File: src/rtl/camera_mcu_ingester.sv
// Parallel-camera ingester: synchronises an 8-bit pixel bus into the system
// clock domain and scatters pixels into NUM_EBR block RAMs in 8x8 MCU order,
// double-buffered per MCU row, with a row-ready/ack handshake to the consumer.
module camera_mcu_ingester #(
  parameter int         WIDTH_PIX     = 320,
  parameter int         HEIGHT_PIX    = 240,
  parameter int         NUM_EBR       = 5,
  parameter int         EBR_SIZE      = 512,
  parameter logic [7:0] PIX_OFFSET    = 8'h80,
  parameter bit         PIXCLK_RISING = 1'b1,
  localparam int BLK_W  = (NUM_EBR > 1) ? $clog2(NUM_EBR) : 1,
  localparam int ADDR_W = $clog2(EBR_SIZE),
  localparam int ROW_W  = (HEIGHT_PIX / 8 > 1) ? $clog2(HEIGHT_PIX / 8) : 1
) (
  input  logic              clock,
  input  logic              nreset,
  input  logic              cam_pixclk,
  input  logic [7:0]        cam_pixdata,
  input  logic              cam_hsync,
  input  logic              cam_vsync,
  output logic              frontbuffer_select,
  output logic [BLK_W-1:0]  output_block_select,
  output logic [ADDR_W-1:0] output_write_addr,
  output logic [7:0]        output_pixval,
  output logic              wren,
  output logic              row_ready,
  input  logic              row_ack,
  output logic [ROW_W-1:0]  row_index,
  output logic              frame_done,
  output logic              overflow,
  output logic              line_error,
  input  logic              clear_errors
);

  localparam int SLOTS  = WIDTH_PIX / (8 * NUM_EBR);
  localparam int SLOT_W = (SLOTS > 1) ? $clog2(SLOTS) : 1;
  // one extra code above WIDTH_PIX marks a line that ran long
  localparam int COL_W  = $clog2(WIDTH_PIX + 2);

  typedef enum logic [1:0] {IDLE, ACTIVE, DROP} state_t;

  // bit0 = stage 1, bit1 = stage 2, bit2 = previous stage-2 value for edges
  logic [2:0] pc_s, hs_s, vs_s;
  logic [7:0] pd_s1, pd_s2;
  logic [1:0] settle_q;
  logic       settled, pix_edge, vs_rise, vs_fall, hs_fall;

  state_t            state_q, state_d;
  logic [2:0]        px_q, px_d, py_q, py_d;
  logic [BLK_W-1:0]  blk_q, blk_d, oblk_q, oblk_d;
  logic [SLOT_W-1:0] slot_q, slot_d;
  logic [COL_W-1:0]  col_q, col_d;
  logic [ROW_W-1:0]  mcuy_q, mcuy_d, ridx_q, ridx_d;
  logic [ADDR_W-1:0] addr_q, addr_d;
  logic [7:0]        pix_q, pix_d;
  logic              wren_q, wren_d, fb_q, fb_d, rr_q, rr_d, fd_q, fd_d;
  logic              ovf_q, ovf_d, lerr_q, lerr_d;
  logic              eol, row_done, ovf_set, lerr_set;

  // Edges are ignored until the sync chain holds real samples, so a frame
  // already in progress when reset releases is not mistaken for a new one.
  assign settled  = &settle_q;
  assign pix_edge = settled & (PIXCLK_RISING ? (pc_s[1] & ~pc_s[2]) : (~pc_s[1] & pc_s[2]));
  assign vs_rise  = settled & vs_s[1] & ~vs_s[2];
  assign vs_fall  = settled & ~vs_s[1] & vs_s[2];
  assign hs_fall  = settled & ~hs_s[1] & hs_s[2];

  // Two-flop synchronisers plus edge-detect history and post-reset settle count
  always_ff @(posedge clock or negedge nreset) begin
    if (!nreset) begin
      pc_s     <= '0;
      hs_s     <= '0;
      vs_s     <= '0;
      pd_s1    <= '0;
      pd_s2    <= '0;
      settle_q <= '0;
    end else begin
      pc_s     <= {pc_s[1:0], cam_pixclk};
      hs_s     <= {hs_s[1:0], cam_hsync};
      vs_s     <= {vs_s[1:0], cam_vsync};
      pd_s1    <= cam_pixdata;
      pd_s2    <= pd_s1;
      settle_q <= settled ? settle_q : settle_q + 2'd1;
    end
  end

  // Next state: write launch, MCU counter advance, line check, row handshake, FSM
  always_comb begin
    state_d  = state_q;
    px_d     = px_q;
    py_d     = py_q;
    blk_d    = blk_q;
    slot_d   = slot_q;
    col_d    = col_q;
    mcuy_d   = mcuy_q;
    wren_d   = 1'b0;
    pix_d    = pix_q;
    addr_d   = addr_q;
    oblk_d   = oblk_q;
    fb_d     = fb_q;
    ridx_d   = ridx_q;
    rr_d     = rr_q;
    fd_d     = 1'b0;
    eol      = 1'b0;
    row_done = 1'b0;
    ovf_set  = 1'b0;
    lerr_set = 1'b0;

    if (state_q == ACTIVE && pix_edge && hs_s[1]) begin
      if (col_q < COL_W'(WIDTH_PIX)) begin
        wren_d = 1'b1;
        pix_d  = pd_s2 + PIX_OFFSET;
        addr_d = ADDR_W'({slot_q, py_q, px_q});
        oblk_d = blk_q;
      end else begin
        col_d = COL_W'(WIDTH_PIX + 1);
      end
    end

    // counters step the cycle after each write
    if (wren_q) begin
      col_d = col_q + COL_W'(1);
      if (px_q == 3'd7) begin
        px_d = 3'd0;
        if (blk_q == BLK_W'(NUM_EBR - 1)) begin
          blk_d  = '0;
          slot_d = slot_q + SLOT_W'(1);
        end else begin
          blk_d = blk_q + BLK_W'(1);
        end
      end else begin
        px_d = px_q + 3'd1;
      end
      if (col_q == COL_W'(WIDTH_PIX - 1)) eol = 1'b1;
    end

    // a short line still closes out its MCU line; surplus pixels were dropped
    if (state_q == ACTIVE && hs_fall) begin
      if (col_d != COL_W'(WIDTH_PIX)) lerr_set = 1'b1;
      if (col_d <  COL_W'(WIDTH_PIX)) eol = 1'b1;
      col_d = '0;
    end

    if (eol) begin
      px_d   = 3'd0;
      blk_d  = '0;
      slot_d = '0;
      py_d   = py_q + 3'd1;
      if (py_q == 3'd7) row_done = 1'b1;
    end

    if (row_done) begin
      fb_d   = ~fb_q;
      ridx_d = mcuy_q;
      rr_d   = 1'b1;
      // the camera cannot be stalled, so an unconsumed buffer is overwritten
      if (rr_q && !row_ack) ovf_set = 1'b1;
      mcuy_d = mcuy_q + ROW_W'(1);
      if (mcuy_q == ROW_W'(HEIGHT_PIX / 8 - 1)) begin
        fd_d    = 1'b1;
        state_d = DROP;
        mcuy_d  = '0;
      end
    end else if (row_ack) begin
      rr_d = 1'b0;
    end

    case (state_q)
      IDLE:    if (vs_rise) state_d = ACTIVE;
      ACTIVE:  if (vs_fall) state_d = IDLE;
      DROP:    if (vs_fall) state_d = IDLE;
      default: state_d = IDLE;
    endcase

    // frame start (or restart) clears position but keeps the buffer half
    if ((state_q == IDLE || state_q == ACTIVE) && vs_rise) begin
      state_d = ACTIVE;
      px_d    = 3'd0;
      py_d    = 3'd0;
      blk_d   = '0;
      slot_d  = '0;
      col_d   = '0;
      mcuy_d  = '0;
    end

    ovf_d  = (ovf_q  & ~clear_errors) | ovf_set;
    lerr_d = (lerr_q & ~clear_errors) | lerr_set;
  end

  // State and output registers
  always_ff @(posedge clock or negedge nreset) begin
    if (!nreset) begin
      state_q <= IDLE;
      px_q    <= '0;
      py_q    <= '0;
      blk_q   <= '0;
      slot_q  <= '0;
      col_q   <= '0;
      mcuy_q  <= '0;
      wren_q  <= 1'b0;
      pix_q   <= '0;
      addr_q  <= '0;
      oblk_q  <= '0;
      fb_q    <= 1'b0;
      ridx_q  <= '0;
      rr_q    <= 1'b0;
      fd_q    <= 1'b0;
      ovf_q   <= 1'b0;
      lerr_q  <= 1'b0;
    end else begin
      state_q <= state_d;
      px_q    <= px_d;
      py_q    <= py_d;
      blk_q   <= blk_d;
      slot_q  <= slot_d;
      col_q   <= col_d;
      mcuy_q  <= mcuy_d;
      wren_q  <= wren_d;
      pix_q   <= pix_d;
      addr_q  <= addr_d;
      oblk_q  <= oblk_d;
      fb_q    <= fb_d;
      ridx_q  <= ridx_d;
      rr_q    <= rr_d;
      fd_q    <= fd_d;
      ovf_q   <= ovf_d;
      lerr_q  <= lerr_d;
    end
  end

  assign frontbuffer_select  = fb_q;
  assign output_block_select = oblk_q;
  assign output_write_addr   = addr_q;
  assign output_pixval       = pix_q;
  assign wren                = wren_q;
  assign row_ready           = rr_q;
  assign row_index           = ridx_q;
  assign frame_done          = fd_q;
  assign overflow            = ovf_q;
  assign line_error          = lerr_q;

endmodule

File: config.mk
export PLATFORM = sky130hd
export DESIGN_NAME = camera_mcu_ingester
export DESIGN_NICKNAME = d
export VERILOG_FILES = /design/src/rtl/camera_mcu_ingester.sv
export SDC_FILE = /design/constraint.sdc
export NUM_CORES = 1
export LEC_CHECK = 0
export ABC_AREA = 0
export BUFFER_PORTS_ARGS = -buffer_cell sky130_fd_sc_hd__buf_2
export CELL_PAD_IN_SITES_DETAIL_PLACEMENT = 1
export CELL_PAD_IN_SITES_GLOBAL_PLACEMENT = 2
export CORE_MARGIN = 5
export CORE_UTILIZATION = 40
export CTS_BUF_LIST = sky130_fd_sc_hd__clkbuf_2
export CTS_CLUSTER_SIZE = 8
export DETAILED_ROUTE_END_ITERATION = 7
export PLACE_DENSITY_LB_ADDON = 0.2
export SKIP_LAST_GASP = 1
export SYNTH_ARGS = -nofsm -noshare
export SYNTH_HDL_FRONTEND = slang
export SYNTH_SLANG_ARGS = --single-unit
File: constraint.sdc
create_clock -name clock -period 2.7 [get_ports clock]
set_input_delay 0 -clock clock [delete_from_list [all_inputs] [get_ports clock]]
set_output_delay 0 -clock clock [all_outputs]
set_load 0.03 [all_outputs]
; ---- Word level (Yosys, flattened, before mapping)
; Cells that the tools add are included.
; W data, S select, Z words.
[word_totals]
output_inout_bits = 31
regBits = 86
[op_classes]
n_eq_ne = 8
n_reduce_logical = 19
addsub = 8
order_cmp = 2
n_bitwise = 18
muxes = 46
[ops]
columns = op, n
row1 = $mux W3, 16
row2 = $mux W9, 5
row3 = $lt A9 B9 Y1 const B, 2
row4 = $mux W1, 16
row5 = $mux W5, 3
row6 = $add A3 B1 Y3 const B, 4
row7 = $and A1 B1 Y1, 10
row8 = $mux W2, 5
row9 = $add A9 B1 Y9 const B, 1
row10 = $eq A3 B3 Y1 const B, 3
row11 = $eq A9 B9 Y1 const B, 1
row12 = $ne A9 B9 Y1 const B, 1
row13 = $reduce_bool A3 Y1, 3
row14 = $add A8 B8 Y8 const B, 1
row15 = $not A1 Y1, 6
row16 = $reduce_and A2 Y1, 3
row17 = $reduce_bool A2 Y1, 3
row18 = $add A5 B1 Y5 const B, 1
row19 = $eq A5 B5 Y1 const B, 1
row20 = $logic_and A1 B1 Y1, 5
row21 = $pmux W2 S2, 1
row22 = $reduce_and A3 Y1, 1
row23 = $add A2 B1 Y2 const B, 1
row24 = $eq A2 B1 Y1 const B, 1
row25 = other kinds (6), 7

; ---- Logic depth before layout (Yosys ltp)
; Gate-level depths: netlist of the first run.
[depth]
word_depth = 15
ltp_mapped = 9
mapped_depth_nobuf = 7

; ---- Worst setup path before layout of the first run
; Ideal clock, no wire load.
[synth_timing]
path_type = register to register
from = reg wren_q, in the netlist wren
to = reg ridx_q[0], in the netlist row_index[0]
arrival_ps = 2002
slack_ps = 573
stages_incl_launch_ff = 9
required_time_ps = 2575
setup_ps = 125
n_path_buf = 3
period_less_slack_ps = 2127
cell_sequence = dfrtp_1 > buf_6 > and2_1 > clkbuf_2 > and4_1 > nor3_2 > o22a_1 > buf_6 > mux2_4
[synth_between]
elab_chain_cells = 5
word_cells_on_any_way = 6
[synth_lines]
columns = item, line
row1 = start: declaration, 56  ; logic wren_q, wren_d, fb_q, fb_d, rr_q, rr_d, fd_q, fd_d;
row2 = start signal: assignment, 218  ; wren_q <= wren_d;
row3 = $mux W9, 121  ; if (wren_q) begin
row4 = $lt A9 B9 Y1, 140  ; if (col_d < COL_W'(WIDTH_PIX)) eol = 1'b1;
row5 = $mux W1, 140
row6 = $mux W1 *, 138  ; if (state_q == ACTIVE && hs_fall) begin
row7 = $mux W1 *, 144  ; if (eol) begin
row8 = end signal: assignment, 223  ; ridx_q <= ridx_d;
row9 = end: declaration, 53  ; logic [ROW_W-1:0] mcuy_q, mcuy_d, ridx_q, ridx_d;
; Every way passes the cells marked *; elsewhere a longest branch is shown, timed or not.
; A chain may end at the register's enable or synchronous reset.

; ---- Worst setup path in the final report of the first run
[layout_timing]
from = reg state_q[1]
to = reg ridx_q[4], in the netlist row_index[4]
[layout_between]
elab_chain_cells = 9
word_cells_on_any_way = 10
[layout_lines]
columns = item, line
row1 = start: declaration, 48  ; state_t state_q, state_d;
row2 = start signal: assignment, 211  ; state_q <= state_d;
row3 = $eq A2 B1 Y1 *, "109, 138"
row4 = $logic_and A1 B1 Y1 (2 in series), 109  ; if (state_q == ACTIVE && pix_edge && hs_s[1]) begin
row5 = $mux W9, 109
row6 = $mux W9, 121
row7 = $lt A9 B9 Y1, 140
row8 = $mux W1, 140
row9 = $mux W1 *, 138
row10 = $mux W1 *, 144
; Marks and branches as above.

==> results.md, run 1 <==
- Status: completed
- Drt total wl: 7590 um
- Seq/Total Area, Yosys: 0.576
- Mapped Cells: 312
- Adder-Cell Fraction of Synth Area: 0.0469
- Initial drt markers: 41
- Core Util, Final: 0.472
- Fraction of final layout cells sized beyond drive strength 1: 0.245
- Starting Density: 0.408
- Number of flops mapped to enable cells by yosys: 0
- Setup TNS: 0 ns
- Gr ovfl total: 0
- Rel. slew slack: 0.285
- Most frequent cells after synthesis: dfrtp_1 (86), nand2_1 (28), nor2_1 (22)
- CTS tree: done
- RSZ-0062 raised after global routing: false
- Asr flop ratio synth: 1.00
- Mapped Area: 3730 um2
- Synth Area in Compound Gates: 0.0851
- Hpwl dp: 5270 um
- Final std cells w/o fill: 491
- XOR/XNOR Fraction of Synth Area: 0.0141
- # setup viols final: 0
- Hold crit path type: in2reg
- Clock root buffer master: clkbuf_2
- CTS max path bufs: 2
- Top post-synthesis cells by area: dfrtp_1 (58%), mux2_2 (5.4%), ha_1 (4.7%), nand2_1 (2.8%), mux2i_1 (2.4%)
- Post-synth net total: 341
- IO buf count: 45
- Max Slew Vio Count: 0
- Max-Cap Viols: 0
- CP cell instances: inv_1, ha_1, nand4b_1, nor4_1, o21a_1, o22a_1, buf_4, mux2_4
- Die Y: 107 um
- Clock Sinks: 86
- Routed Antenna Nets: 0
- WL/cell: 15.5 um
- Final count of hold timing violations: 0
- Core Box Area: 9150 um2
- Pwr Density: 671 nW/um2
- I/O pin cnt: 46
- Lkg Pwr: 2.13 nW
- Fin Hold WS: 0.0801 ns
- Post-synth top area share: 0.576
- CP max stage cell: dfrtp_1
- Placed Instances: 461
- Rows: 35
- Measured slew at the worst slew-check pin: 1.07 ns
- Routed vias/inst: 5.23
- Number of synthesized register bits: 86
- Nets: 405
- Mean cell area of the mapped netlist: 12.0 um2
- CTS Hold Bufs: 14
- Worst R2R Setup Slack: 0.35 ns
- H-tree depth: 3
- CP required: 3.13 ns
- Critical Path End Type: flop
- Global Route Usage Sum: 0.146
- Vias: 2,566
- Antenna violations before repair: 0
- Simple-gate share of the synthesized area: 0.146
- Worst-path maximum fanout: 16
- Mux share of post-synthesis cell area: 0.0985
- CTS Buf Count: 9
- N_diodes: 0
- Vias in the first global route: 2,719
- Peak VDD IR: 386 uV
- Area Overhead vs Synth: 15.7%
- DIE AREA: 11,400 um2
- Remaining DRCs: 0
- Fill cell total of the finished layout: 999
- Setup Crit Path Kind: reg2reg
- Routability cong.: 0.792
- Tcrit/Tclk final: 0.870
- CP arrival: 2.78 ns
- Die width: 107 um
- Fin area: 4320 um2
- Combinational family with the most area after synthesis: simple AND/OR/NAND/NOR gates
- Initial DRT Pass Iterations: 4
- Largest net degree at the start of global routing: 87
- Placed inst area: 4050 um2
- Post-CTS resize count: 0
- Synth area leader: dfrtp_1
- Startpoint Class: flop
- Layout Skew: 0.0308 ns
- Min Tclk post-route: 2.35 ns
- Clock-pin slew on the worst setup and hold paths: 0.25 ns
- Post CTS Setup Buffer Count: 0
- First-pass GRT wire length: 13,300 um
- Clock latency on the worst-skew pair: 0.53 ns
- Post-synthesis cell type count: 54
- Max Clock Freq: 0.426 GHz
- CP max stage delay: 0.45 ns
- Count leader, synth: dfrtp_1
- Ys Warns: 0
- Predominant post-synthesis flop cell: dfrtp_1
cells in the final DEF, fill, tap and decap left out, types with 3 or more instances in the layout:
cell type and instances:
nand2_1 28, buf_4 5, buf_2 44, clkbuf_2 9
mux2_4 5, nand4b_1 4, ha_1 14, o31ai_1 3
nand4_1 7, nor2_1 22, nand2b_1 5, and4_1 3
nand3b_1 3, o22ai_1 6, or3_1 7, mux2i_1 9
xnor2_1 5, a21oi_1 9, inv_1 12, mux2_2 18
dlygate4sd3_1 15, nand3_1 11, o21ai_0 11, dfrtp_1 86
kinds of logic after synthesis:
group                      count (synthesis)
muxes                                     32
xor gates and xnor gates                   6
adders and majority gates                 14
buffers and inverters                     23
and+or+nand+nor                          103
AOI/OAI and AO/OA                         48
DFF                                       86
stage by stage:
step / worst slack [ns] / power [W]
3_5_place_dp: 0.369 / 0.00225
2_1_floorplan: 0.573 / 0.00202
5_1_grt: 0.124 / 0.00309
4_1_cts: 0.327 / 0.00296
6_report: 0.350 / 0.00290
3_3_place_gp: 0.416 / 0.00223
final timing paths:
check                                          start                  endpoint  depth (start not counted)
worst max-delay path            state_q[1]$_DFF_PN0_  row_index[4]$_DFFE_PN0P_                          8
worst min-delay path                  cam_pixdata[3]        pd_s1[3]$_DFF_PN0_                          2
worst max register to register  state_q[1]$_DFF_PN0_  row_index[4]$_DFFE_PN0P_                          8
worst min register to register    pd_s1[4]$_DFF_PN0_        pd_s2[4]$_DFF_PN0_                          0
max in group asynchronous                     nreset        col_q[0]$_DFF_PN0_                          2
min in group asynchronous                     nreset        col_q[5]$_DFF_PN0_                          2
cell type report:
type | count | area, um2 | area share
inverters | 12 | 45.0 | 0.0104
clock buffers | 9 | 45.0 | 0.0104
clock inverters | 6 | 71.3 | 0.0165
well taps | 111 | 139 | 0.0322
multi-input cells | 203 | 1460 | 0.338
repair buffers | 64 | 408 | 0.0945
flip-flops and latches | 86 | 2150 | 0.498
critical path, delay by kind of cell, from the launching register on:
kind / cells / cell delay [ns]
DFF: 1 / 0.45
adders and majority gates: 1 / 0.21
buffers and inverters: 2 / 0.32
muxes: 1 / 0.32
and+or+nand+nor: 2 / 0.50
AOI/OAI and AO/OA: 2 / 0.46
flip-flops by register name, indices dropped and copies added, names as in the netlist, 2 cells and up:
name                 count
blk_q                    3
col_q                    9
hs_s                     3
mcuy_q                   5
output_block_select      3
output_pixval            8
output_write_addr        9
pc_s                     3
pd_s1                    8
pd_s2                    8
px_q                     3
py_q                     3
row_index                5
settle_q                 2
slot_q                   3
state_q                  2
vs_s                     3
where the power goes:
group | internal (W) | switching [W] | leakage, nW | total (W)
Sequential | 0.00144 | 0.0000929 | 1.11 | 0.00153
Clock | 0.000217 | 0.000452 | 0.0650 | 0.000668
Combinational | 0.000255 | 0.000447 | 0.952 | 0.000702
metal layers:
metal / global-route usage / vias to the layer above / part of all wire
li1: - / 1225 / -
met1: 0.199 / 1293 / 0.48
met2: 0.231 / 40 / 0.47
met3: 0.0343 / 8 / 0.034
met4: 0.0438 / 0 / 0.010
met5: 0 / - / 0
Power figures use the tool's default switching activity.
==> run 2: changes to the inputs <==
CORE_ASPECT_RATIO = 1.1   (was default)
CTS_CLUSTER_SIZE = default   (was 8)
==> results.md, run 2 (same netlist as run 1, synthesis figures left out) <==
- Status: completed
- CTS tree: done
- Measured slew at the worst slew-check pin: 0.749 ns (-0.323 ns)
- CP max stage delay: 0.46 ns (about the same)
- Routability cong.: 0.801 (+1.2%)
- Crit path launch: state_q[1]$_DFF_PN0_
- Pwr Density: 679 nW/um2 (+1.2%)
- Die Y: 111 um (+4.4%)
- Gr ovfl total: 0 (unchanged)
- # setup viols final: 0 (unchanged)
- Most frequent cells in the layout: dfrtp_1 (86), buf_2 (44), nand2_1 (28)
- H-tree depth: 3 (unchanged)
- Antenna violations before repair: 0 (unchanged)
- I/O pin cnt: 46 (unchanged)
- CP arrival: 2.78 ns (about the same)
- R2R Path End: row_index[3]$_DFFE_PN0P_
- Max-Cap Viols: 0 (unchanged)
- Critical R2R Launch: state_q[1]$_DFF_PN0_
- Rel. slew slack: 0.497 (+0.212)
- Worst slack, placed: 0.201 ns (-0.168 ns)
- N_diodes: 0 (unchanged)
- Clock latency on the worst-skew pair: 0.54 ns (about the same)
- Remaining DRCs: 0 (unchanged)
- Fraction of final layout cells sized beyond drive strength 1: 0.258 (+0.0137)
- Die width: 102 um (-4.2%)
- Final count of hold timing violations: 0 (unchanged)
- Core Box Area: 9260 um2 (+1.2%)
- Vias: 2,596 (+1.2%)
- Worst R2R Setup Slack: 0.36 ns (about the same)
- Hold crit path type: in2reg
- CP required: 3.14 ns (about the same)
- Final std cells w/o fill: 504 (+2.6%)
- Final WS setup: 0.359 ns (+0.00871 ns)
- Min Tclk post-route: 2.34 ns (-0.00871 ns)
- Max Clock Freq: 0.427 GHz (+0.37%)
- Layout Skew: 0.0300 ns (-0.000844 ns)
- CTS max path bufs: 2 (unchanged)
- IO buf count: 45 (unchanged)
- Most common cell after layout, fill and taps aside: dfrtp_1
- Setup TNS: 0 ns (unchanged)
- Area Overhead vs Synth: 17.9%
- Global Route Usage Sum: 0.155 (+0.00915)
- CP max stage cell: dfrtp_1
- Nets: 411 (+1.5%)
- Lkg Pwr: 2.17 nW (+2.3%)
- Rows: 37 (+5.7%)
- Routed Antenna Nets: 0 (unchanged)
- Initial drt markers: 49 (+20%)
- Setup Crit Path Kind: reg2reg
- Drt total wl: 8140 um (+7.2%)
- First-pass GRT wire length: 14,000 um (+5.5%)
- Reg2Reg Depth: 7 (-1)
- Largest net degree at the start of global routing: 32 (-63%)
- Post CTS Setup Buffer Count: 0 (unchanged)
- Clock root buffer master: clkbuf_2
- Crit path capture: row_index[3]$_DFFE_PN0P_
- Initial DRT Pass Iterations: 5 (+1)
- Tcrit/Tclk final: 0.867 (-0.00322)
- Routed vias/inst: 5.15 (-1.4%)
- Clock Sinks: 86 (unchanged)
- Hpwl dp: 5460 um (+3.5%)
- WL/cell: 16.1 um (+4.4%)
- Peak VDD IR: 416 uV (+7.6%)
- Placed Instances: 471 (+2.2%)
- Clock-pin slew on the worst setup and hold paths: 0.27 ns (+0.02 ns)
- Critical Path End Type: flop
- CP cell instances: inv_1, ha_1, nand4b_1, nor4_1, o21a_1, o22a_2, mux2_4
- DIE AREA: 11,400 um2 (about the same)
- RSZ-0062 raised after global routing: false
- Vias in the first global route: 2,817 (+3.6%)
- Startpoint Class: flop
- CTS Buf Count: 9 (unchanged)
- Max Slew Vio Count: 0 (unchanged)
- Starting Density: 0.403 (-0.00469)
- Worst-path maximum fanout: 10 (-6)
-- run 2: layer usage --
metal  track usage  vias to the layer above  wire (um)
li1              -                     1246          -
met1         0.202                     1299       3680
met2         0.257                       43       4060
met3        0.0370                        8        314
met4        0.0394                        0         87
met5             0                        -          0
-- run 2: what timing repair did --
action,CTS,global route
setup endpoints to repair,0,10
gates resized for setup,0,1
hold buffers,16,1
hold endpoints to repair,91,1
-- run 2: critical path, delay by kind of cell (launching register included) --
kind            cells  cell delay [ns]
fa+ha+maj           1             0.21
compound gates      2             0.68
buf+inv             1             0.09
flops               1             0.46
simple gates        2             0.50
mux                 1             0.33
-- run 2: worst min-delay path by stage --
stage,end,startpoint,slack (ns),cells past startpoint
2_1_floorplan,blk_q[0]$_DFFE_PN0P_,nreset,-0.30,0
3_3_place_gp,col_q[5]$_DFF_PN0_,nreset,0.07,1
3_5_place_dp,col_q[5]$_DFF_PN0_,nreset,0.08,1
4_1_cts,pd_s1[4]$_DFF_PN0_,cam_pixdata[4],0.02,2
5_1_grt,pd_s1[2]$_DFF_PN0_,cam_pixdata[2],0.008,2
6_report,pd_s1[7]$_DFF_PN0_,cam_pixdata[7],0.08,2
-- run 2: where the power goes --
group	switching, W	internal (W)	leakage (nW)
Combinational	0.000451	0.000263	0.983
Sequential	0.0000969	0.00144	1.11
Clock	0.000503	0.000241	0.0813
-- run 2: layout make-up --
type                       instances  area (um2)
fill                            1012        4860
tap                              117         146
multi-input combinational        203        1460
timing repair buffer              70         468
inverter                          12        45.0
sequential                        86        2150
clock buffer                       9        45.0
clock inverter                     7        87.6
-- run 2: per-stage QoR --
| step | hold slack [ns] | area, um2 | power (W) | util |
|---|---|---|---|---|
| 5_1_grt | 0.00788 | 4400 | 0.00318 | 0.476 |
| 2_1_floorplan | -0.296 | 3730 | 0.00202 | - |
| 6_report | 0.0773 | 4400 | 0.00299 | 0.476 |
| 4_1_cts | 0.0195 | 4390 | 0.00304 | 0.474 |
| 3_5_place_dp | 0.0800 | 4090 | 0.00226 | 0.442 |
| 3_3_place_gp | 0.0687 | 4090 | 0.00224 | 0.442 |
==> run 3: changes to the inputs <==
BUFFER_PORTS_ARGS = default   (was -buffer_cell sky130_fd_sc_hd__buf_2)
DONT_BUFFER_PORTS = 1   (was default)
clock period = 2.1 ns   (was 2.7 ns; I/O delays follow)
==> results.md, run 3 (same netlist as run 1, synthesis figures left out) <==
- Worst slack, placed: -0.0978 ns (-0.298 ns)
- Die width: 102 um (unchanged)
- GRT Max-Usage Layer: met2
- CP arrival: 2.59 ns (-0.19 ns)
- Routed vias/inst: 5.23 (+1.6%)
- I/O pin cnt: 46 (unchanged)
- Core Box Area: 9260 um2 (unchanged)
- First-pass GRT wire length: 14,200 um (+0.78%)
- CP max stage cell: dfrtp_1
- # setup viols final: 0 (unchanged)
- Min Tclk post-route: 2.10 ns (-0.246 ns)
- Largest net degree at the start of global routing: 87 (+170%)
- Pwr Density: 801 nW/um2 (+18%)
- Critical Path End Type: flop
- Gr ovfl total: 0 (unchanged)
- Hold crit path type: in2reg
- Nets: 404 (-1.7%)
- Max Slew Vio Count: 0 (unchanged)
- CTS Buf Count: 9 (unchanged)
- Lkg Pwr: 2.14 nW (-1.8%)
- Startpoint Class: flop
- Initial DRT Pass Iterations: 4 (-1)
- CP max stage delay: 0.44 ns (-0.02 ns)
- Pwr Total: 0.00365 W (+22%)
- Met2 Usage GRT: 0.261 (+0.00390)
- Final count of hold timing violations: 0 (unchanged)
- Fill cell total of the finished layout: 1,009 (-0.30%)
- IO buf count: 0 (-100%)
- Rel. slew slack: 0.689 (+0.192)
- Drt total wl: 8250 um (+1.4%)
- N_diodes: 0 (unchanged)
- Clock-pin slew on the worst setup and hold paths: 0.25 ns (-0.02 ns)
- Layout Skew: 0.0274 ns (-0.00256 ns)
- Initial drt markers: 58 (+18%)
- Global Route Usage Sum: 0.160 (+0.00533)
- Fin area: 4550 um2 (+3.4%)
- Routability cong.: 0.783 (-2.4%)
- Met3 GRT Util: 0.0533 (+0.0163)
- RSZ-0062 raised after global routing: true
- Area Overhead vs Synth: 22.0%
- CP required: 2.59 ns (-0.55 ns)
- Die Y: 111 um (unchanged)
- Measured slew at the worst slew-check pin: 0.466 ns (-0.283 ns)
- Setup Crit Path Kind: reg2reg
- Hpwl dp: 5580 um (+2.3%)
- Final WS setup: 0.00485 ns (-0.354 ns)
- DIE AREA: 11,400 um2 (unchanged)
- Placed inst area: 4080 um2 (-0.21%)
- Tcrit/Tclk final: 0.998 (+0.131)
- H-tree depth: 3 (unchanged)
- Starting Density: 0.403 (unchanged)
- Routed Antenna Nets: 0 (unchanged)
- Clock root buffer master: clkbuf_2
- Met1 Usage GRT: 0.196 (-0.00566)
- Fraction of final layout cells sized beyond drive strength 1: 0.226 (-0.0321)
- Clock Sinks: 86 (unchanged)
- Multi-input gate area: 1520 um2 (+4.3%)
- Worst-path maximum fanout: 7 (-3)
- Peak VDD IR: 544 uV (+31%)
- WL/cell: 16.6 um (+2.8%)
- Remaining DRCs: 0 (unchanged)
- Rows: 37 (unchanged)
- Antenna violations before repair: 0 (unchanged)
- Register area: 2150 um2 (about the same)
- Vias in the first global route: 2,838 (+0.75%)
- CTS max path bufs: 2 (unchanged)
- Status: completed
- Max Clock Freq: 0.477 GHz (+12%)
- Clock latency on the worst-skew pair: 0.57 ns (+0.03 ns)
- Vias: 2,600 (+0.15%)
- Max-Cap Viols: 0 (unchanged)
- Most common cell after layout, fill and taps aside: dfrtp_1
- CP cell instances: inv_2, ha_4, nand4b_1, nor4_2, buf_4, nor3_4, o22a_1, buf_12, buf_8, o31a_1
- CTS tree: done
- Most frequent cells in the layout: dfrtp_1 (85), buf_4 (32), nand2_1 (28)
-- run 3: cell types whose count changed in the layout (fill, tap and decap cells not counted), sizes merged --
cell	delta
buf	-18
bufinv	-1
clkinv	+2
clkinvlp	+2
dlygate4sd3	+11
inv	-3
-- run 3: timing repair --
item / in CTS / in global routing
resized for setup: 7 / 7
hold endpoints to repair: 100 / 1
buffers inserted: 1 / 1
hold buffers: 27 / 1
pin swaps: 3 / 4
setup endpoints to repair: 19 / 18
-- run 3: worst paths after layout --
check	startpoint	end	slack, ns	depth (start not counted)
setup / recovery	state_q[1]$_DFF_PN0_	state_q[0]$_DFF_PN0_	0.005	10
hold / removal	row_ack	row_ready$_DFFE_PN0P_	0.13	3
setup reg to reg	state_q[1]$_DFF_PN0_	state_q[0]$_DFF_PN0_	0.005	10
hold reg to reg	pd_s1[6]$_DFF_PN0_	pd_s2[6]$_DFF_PN0_	0.38	0
max in group asynchronous	nreset	output_pixval[0]$_DFFE_PN0P_	1.24	3
min in group asynchronous	nreset	overflow$_DFF_PN0_	0.43	3
-- run 3: where the power goes --
group	total, W	internal (W)	leakage [nW]	switching, W
logic	0.000650	0.000331	0.973	0.000319
registers	0.00223	0.00184	1.11	0.000386
clock network	0.000768	0.000158	0.0540	0.000610
-- run 3: metal layers --
layer | up-vias | part of all wire
li1 | 1234 | -
met1 | 1307 | 0.43
met2 | 50 | 0.50
met3 | 9 | 0.057
met4 | 0 | 0.016
met5 | - | 0
-- run 3: area by class of cell --
cell class / count / share of cell area
Clock buffer: 9 / 0.00989
Clock inverter: 7 / 0.0107
Inverter: 12 / 0.00989
Multi-Input combinational cell: 203 / 0.334
Sequential cell: 86 / 0.473
Tap cell: 117 / 0.0322
Timing Repair Buffer: 63 / 0.130
-- run 3: worst max-delay path: cells and delay by family (launching register included) --
kind | cells | cell delay, ns
simple gates | 3 | 0.43
compound gates | 2 | 0.49
flops | 1 | 0.44
fa+ha+maj | 1 | 0.14
buf+inv | 4 | 0.52
-- run 3: stage by stage --
step,utilization,TNS [ns],hold slack [ns],std cells
floorplan,-,0,-0.296,312
finish,0.492,0,0.131,497
global route,0.492,-0.717,0.0891,497
detailed placement,0.441,-0.169,-0.292,451
global placement,0.441,-0.131,-0.292,451
CTS,0.486,-0.0503,0.000732,495
